## config.mk

```make
export PLATFORM = sky130hd
export DESIGN_NAME = melody_sequencer
export DESIGN_NICKNAME = d
export VERILOG_FILES = /design/src/rtl/melody_sequencer.sv
export SDC_FILE = /design/constraint.sdc
export NUM_CORES = 1
export LEC_CHECK = 0
export ABC_AREA = 1
export CORE_MARGIN = 5
export CORE_UTILIZATION = 25
export CTS_CLUSTER_SIZE = 25
export DETAILED_ROUTE_END_ITERATION = 10
export PLACE_DENSITY = 0.46
export SLEW_MARGIN = 10
export SYNTH_ARGS = -nofsm -noshare
export SYNTH_HDL_FRONTEND = slang
export SYNTH_SLANG_ARGS = --single-unit
```

## constraint.sdc

```tcl
create_clock -name clk -period 2.2 [get_ports clk]
set_clock_uncertainty 0.2 [all_clocks]
set_input_delay 0.22 -clock clk [delete_from_list [all_inputs] [get_ports clk]]
set_output_delay 0.22 -clock clk [all_outputs]
set_load 0.005 [all_outputs]
```

## src/rtl/melody_sequencer.sv

```systemverilog
// melody_sequencer
//   Plays a programmable table of {note code, duration} entries into the
//   speaker driver's 8-bit note-select input (0 = silence, 1..36 = notes).
//   Each note lasts (dur+1) tempo ticks. An optional silent gap of
//   GAP_TICKS ticks follows every note. Playback can be stopped, and it can
//   loop back to entry 0.
//
// Ports
//   clk, rst_n          : clock, asynchronous active-low reset
//   start, stop         : level controls; stop has priority over start
//   loop_en             : sampled when the last entry finishes; 1 = restart
//   seq_len             : entries to play, latched when start is accepted
//   wr_en/addr/note/dur : table write port, usable in any state
//   note                : note-select code to the speaker driver
//   busy                : high while a sequence is playing
//   done                : one-cycle pulse on normal completion
//   play_idx            : index of the current table entry
module melody_sequencer #(
    parameter int TICK_CYCLES = 6250000,
    parameter int GAP_TICKS   = 1,
    parameter int DEPTH       = 32,
    parameter int AW          = 5
) (
    input  logic          clk,
    input  logic          rst_n,
    input  logic          start,
    input  logic          stop,
    input  logic          loop_en,
    input  logic [AW:0]   seq_len,
    input  logic          wr_en,
    input  logic [AW-1:0] wr_addr,
    input  logic [5:0]    wr_note,
    input  logic [3:0]    wr_dur,
    output logic [7:0]    note,
    output logic          busy,
    output logic          done,
    output logic [AW-1:0] play_idx
);

    localparam int TW = $clog2(TICK_CYCLES);
    localparam int RW = 16;
    localparam logic [TW-1:0] TICK_LAST = TW'(TICK_CYCLES - 1);
    localparam logic [RW-1:0] GAP_LOAD  = RW'(GAP_TICKS);
    localparam logic [AW:0]   DEPTH_L   = (AW+1)'(DEPTH);

    typedef enum logic [1:0] {
        S_IDLE,
        S_FETCH,
        S_NOTE,
        S_GAP
    } state_e;

    // Table word: {note code[5:0], duration[3:0]}. Not reset.
    logic [9:0] note_mem [DEPTH];

    always_ff @(posedge clk) begin
        if (wr_en) begin
            note_mem[wr_addr] <= {wr_note, wr_dur};
        end
    end

    state_e        state_q, state_d;
    logic [AW-1:0] idx_q, idx_d;
    logic [AW:0]   len_q, len_d;
    logic [7:0]    note_q, note_d;
    logic          busy_q, busy_d;
    logic          done_q, done_d;
    logic [TW-1:0] tick_q, tick_d;
    logic [RW-1:0] rem_q, rem_d;

    logic [9:0]    fetch_word;
    logic [5:0]    fetch_code;
    logic          tick;
    logic          advance;
    logic [AW:0]   idx_inc;

    always_comb begin
        // The table word is captured into note_q/rem_q at the end of FETCH,
        // so a write landing on that same edge is not seen (old data wins).
        fetch_word = note_mem[idx_q];
        fetch_code = fetch_word[9:4];
        tick       = (tick_q == TICK_LAST);
        idx_inc    = {1'b0, idx_q} + (AW+1)'(1);
        advance    = 1'b0;

        state_d = state_q;
        idx_d   = idx_q;
        len_d   = len_q;
        note_d  = note_q;
        busy_d  = busy_q;
        done_d  = 1'b0;
        tick_d  = tick_q;
        rem_d   = rem_q;

        case (state_q)
            S_IDLE: begin
                note_d = 8'd0;
                busy_d = 1'b0;
                tick_d = '0;
                if (start && !stop) begin
                    len_d = (seq_len > DEPTH_L) ? DEPTH_L : seq_len;
                    if (len_d == '0) begin
                        done_d = 1'b1;
                    end else begin
                        idx_d   = '0;
                        busy_d  = 1'b1;
                        state_d = S_FETCH;
                    end
                end
            end
            S_FETCH: begin
                // Codes outside the three-octave range play as rests.
                note_d  = (fetch_code > 6'd36) ? 8'd0 : {2'b00, fetch_code};
                rem_d   = RW'(fetch_word[3:0]) + RW'(1);
                tick_d  = '0;
                state_d = S_NOTE;
            end
            S_NOTE: begin
                if (tick) begin
                    tick_d = '0;
                    rem_d  = rem_q - RW'(1);
                    if (rem_q == RW'(1)) begin
                        if (GAP_TICKS > 0) begin
                            note_d  = 8'd0;
                            rem_d   = GAP_LOAD;
                            state_d = S_GAP;
                        end else begin
                            advance = 1'b1;
                        end
                    end
                end else begin
                    tick_d = tick_q + TW'(1);
                end
            end
            S_GAP: begin
                if (tick) begin
                    tick_d = '0;
                    rem_d  = rem_q - RW'(1);
                    if (rem_q == RW'(1)) begin
                        advance = 1'b1;
                    end
                end else begin
                    tick_d = tick_q + TW'(1);
                end
            end
            default: begin
                state_d = S_IDLE;
            end
        endcase

        if (advance) begin
            note_d = 8'd0;
            tick_d = '0;
            if (idx_inc < len_q) begin
                idx_d   = idx_q + AW'(1);
                state_d = S_FETCH;
            end else if (loop_en) begin
                idx_d   = '0;
                state_d = S_FETCH;
            end else begin
                busy_d  = 1'b0;
                done_d  = 1'b1;
                state_d = S_IDLE;
            end
        end

        // Abort overrides everything else in any playing state.
        if (stop && state_q != S_IDLE) begin
            state_d = S_IDLE;
            note_d  = 8'd0;
            busy_d  = 1'b0;
            done_d  = 1'b0;
            idx_d   = '0;
            tick_d  = '0;
        end
    end

    always_ff @(posedge clk or negedge rst_n) begin
        if (!rst_n) begin
            state_q <= S_IDLE;
            idx_q   <= '0;
            len_q   <= '0;
            note_q  <= 8'd0;
            busy_q  <= 1'b0;
            done_q  <= 1'b0;
            tick_q  <= '0;
            rem_q   <= '0;
        end else begin
            state_q <= state_d;
            idx_q   <= idx_d;
            len_q   <= len_d;
            note_q  <= note_d;
            busy_q  <= busy_d;
            done_q  <= done_d;
            tick_q  <= tick_d;
            rem_q   <= rem_d;
        end
    end

    assign note     = note_q;
    assign busy     = busy_q;
    assign done     = done_q;
    assign play_idx = idx_q;

endmodule

```

==> metrics.cfg <==
[cells_and_area]
final-instance-count-excl-fill = 2688
fin_nets = 1826
antenna-diode-count = 0
n_fill_cell = 6797
flow.area_growth_from_synthesis_pct = 27.9
finalCoreUtilization_pct = 32.1
drive_above_1_share_pct = 20.0

[clock_network]
cts_buffers = 43
clkSinkCount = 380
ctsLongestPathBuffers = 3
clk_transition_reported_paths_ns = 0.06
worstSkewPairLatency_ns = 0.59
clock_tree_from_tritoncts = built
root_buffer = clkbuf_16
ctsHtreeMaxLevel = 2

[route]
detailroute.via_count = 12200
first_iter_violations = 873
final_routed_drc_violation_total = 0
drt-pass1-iter-count = 5
wirelength_um = 48100
wl_per_cell_um = 17.9
detail_route.vias_per_cell = 4.53
postRouteAntennaNets = 0

[timing]
maxSlewViolCount = 0
fmax_ghz = 0.405
timing.final.ws_setup_ns = -0.270
final_worst_path_period_need_ns = 2.47
timing.final.hold_violations = 0
finalCritPeriodShare_pct = 112
unrepaired_setup_endpoints_after_global_routing = yes
worst_hold_margin_ns = 0.0390
finalSetupViolCount = 20

[logic_synthesis]
synth-xor-area-share_pct = 0.836
mux_cell_area_share_after_synthesis_pct = 0.179
ys_async_sr_fraction_pct = 15.8
post_synth_simple_gate_area_pct = 21.1
synth_area_per_cell_sq_um = 10.6
synth_top_family_by_area = simple AND/OR/NAND/NOR gates
post-synth-top-count-cell = nand2_1
yosysSeqAreaShare_pct = 66.3
netlist.area_leader.share_pct = 57.3
synth_cell_types = 47
synth_common_cells = nand2_1, edfxtp_1, nand3_1, nor2_1, inv_1
yosys_warnings = 0
synth.largest_area_cell = edfxtp_1
yosys.area_share.adder_pct = 1.12
syn-instance-count = 1589
synth_enable_flop_cells = 320
yosys-top-cells-area = edfxtp_1, nand2_1, dfrtp_1
netlist_area_sq_mm = 0.0168
postSynth.topFlopCell = edfxtp_1
area_fraction_in_compound_gates_after_synthesis_pct = 6.05
ys_seq_elements = 380

[floorplanning]
starting_density_of_the_core_pct = 25.1
die_h_um = 269
die_x_um = 269
ios = 42
core_area_sq_mm = 0.0668
die_area_sq_mm = 0.0723
number_of_core_rows = 95

[critical_path]
cp_data_required_time_ns = 2.49
startpoint_type = register
end_kind = register
timing.critical_path.arrival_ns = 2.76
critical_path_class = reg2reg
worstPathMaxFanout = 8

[power_and_ir_drop]
design_power_total_mw = 17.9
p_per_area_mw_per_mm2 = 833
worst_ir_drop_vdd_v = 0.000420
p_leak_nw = 8.16
power.internal_mw = 13.3
p_comb_share_pct = 13.1
netSwitchingPower_mw = 4.54
power_switching_share_pct = 25.4
share_clk_of_total_power_pct = 40.5
sequentialPowerShare_pct = 46.4

[placed_design]
port_buffer_count = 39
place_worst_setup_slack_ns = -0.358
gp_congestion = 0.799
dp.final_hpwl_um = 31000
placed_cells = 2594

[outcome]
violations = setup timing
run_status = finished, violations left

[global_routing]
pin_count_of_the_biggest_net_entering_global_routing = 61
grt_first_pass_wirelength_um = 73500
grt_antenna_before_repair = 0
first_global_vias = 12100
global_route_overflow = 0
global_route.usage.total_pct = 13.2

[min_path]
worst_hold_path_type = in2reg

[run]
max_cap_viol_count = 0

[layout make-up]
| type | instances | area, sq um | share of cell area [%] |
|---|---|---|---|
| sequential | 380 | 11100 | 51.8 |
| multi-input combinational | 1045 | 5360 | 25.0 |
| timing repair buffer | 220 | 2100 | 9.79 |
| clock buffer | 48 | 1090 | 5.11 |
| tap | 873 | 1090 | 5.09 |
| inverter | 94 | 365 | 1.70 |
| clock inverter | 28 | 317 | 1.48 |
[power groups by stage]
| stage | Sequential [mW] | Clock, mW | Combinational, mW |
|---|---|---|---|
| after floorplan | 8.38 | 0 | 1.25 |
| after global placement | 8.43 | 0 | 2.13 |
| after detailed placement | 8.42 | 0 | 2.15 |
| after CTS | 8.28 | 7.48 | 2.21 |
| after global routing | 8.31 | 7.75 | 2.62 |
| final | 8.29 | 7.23 | 2.34 |
[logic make-up (layout without fill, tap and decap cells)]
family,count (synthesis),in the layout
buffers and inverters,165,390
adders and majority gates,15,15
DFF,380,380
other,1,2
AOI/OAI and AO/OA,174,174
and+or+nand+nor,835,835
xor gates and xnor gates,16,16
muxes,3,3
[worst paths after layout]
kind	endpoint	slack, ns	cells past startpoint	start
setup reg to reg	play_idx[4]	-0.27	12	play_idx[0]
min in group asynchronous	tick_q[19]	0.58	4	rst_n
max in group asynchronous	play_idx[0]	0.92	4	rst_n
hold reg to reg	len_q[0]	0.32	2	len_q[0]
setup / recovery	play_idx[4]	-0.27	12	play_idx[0]
hold / removal	len_q[0]	0.04	3	seq_len[0]
[worst max-delay path: stages (launching register included)]
cell	delay [ns]
dfrtp_4	0.57
ha_4	0.19
nand3_4	0.08
xor2_2	0.16
ha_1	0.31
nand2_2	0.11
inv_2	0.04
nand3_2	0.07
o221ai_4	0.13
buf_6	0.14
nor2_4	0.17
nand2_2	0.08
a21oi_2	0.15
[metal layers]
metal	part of all wire, %	global-route usage, %	wire, um
met1	46	18.1	22100
met2	46	21.5	22200
met3	5.4	2.25	2610
met4	2.4	4.01	1170
met5	0	0	0
[sequential cells by signal, indices dropped and copies added, names as in the netlist]
name      cells
rem_q        16
note          6
len_q         6
done          1
busy          1
note_mem    320
state_q       2
tick_q       23
play_idx      5
[what timing repair did]
| action | CTS | global route |
|---|---|---|
| setup endpoints to repair | 22 | 46 |
| gates resized for setup | 31 | 106 |
| pin swaps | 6 | 19 |
| buffers inserted | 2 | 12 |
| gates cloned | 0 | 1 |
| hold buffers | 3 | 0 |
| endpoints found under the hold margin | 61 | 0 |
[cells in the final DEF (no fill, tap or decap), types with 4 or more instances in the layout]
cell             count
nor4_1               6
xor2_1              14
nand3_4              6
a21oi_2             14
clkinv_2             4
inv_2               14
nand4_1              7
bufinv_16            6
o21a_1               6
inv_1               79
a21oi_1             43
edfxtp_1           320
ha_1                11
buf_6               14
buf_4              140
nand2_1            415
nand3_1            156
dfrtp_1             56
nor2_2               9
nor3_1              12
clkbuf_16           44
nor2_4               8
o211ai_1            24
nand2_2             22
buf_12              21
clkinv_1            14
nand2_4              4
o21ai_1              8
clkdlybuf4s50_1     38
o22ai_1              8
nand3_2             24
o21ai_0             55
nor2_1             153
clkbuf_1             5
[metrics by stage]
| stage | area, sq um | TNS, ns |
|---|---|---|
| after CTS | 21000 | -4.00 |
| after floorplan | 16800 | -0.297 |
| after detailed placement | 19400 | -5.00 |
| after global placement | 19400 | -4.87 |
| final | 21400 | -3.90 |
| after global routing | 21400 | -6.89 |
Note: power is estimated with default switching activity, not from simulation.
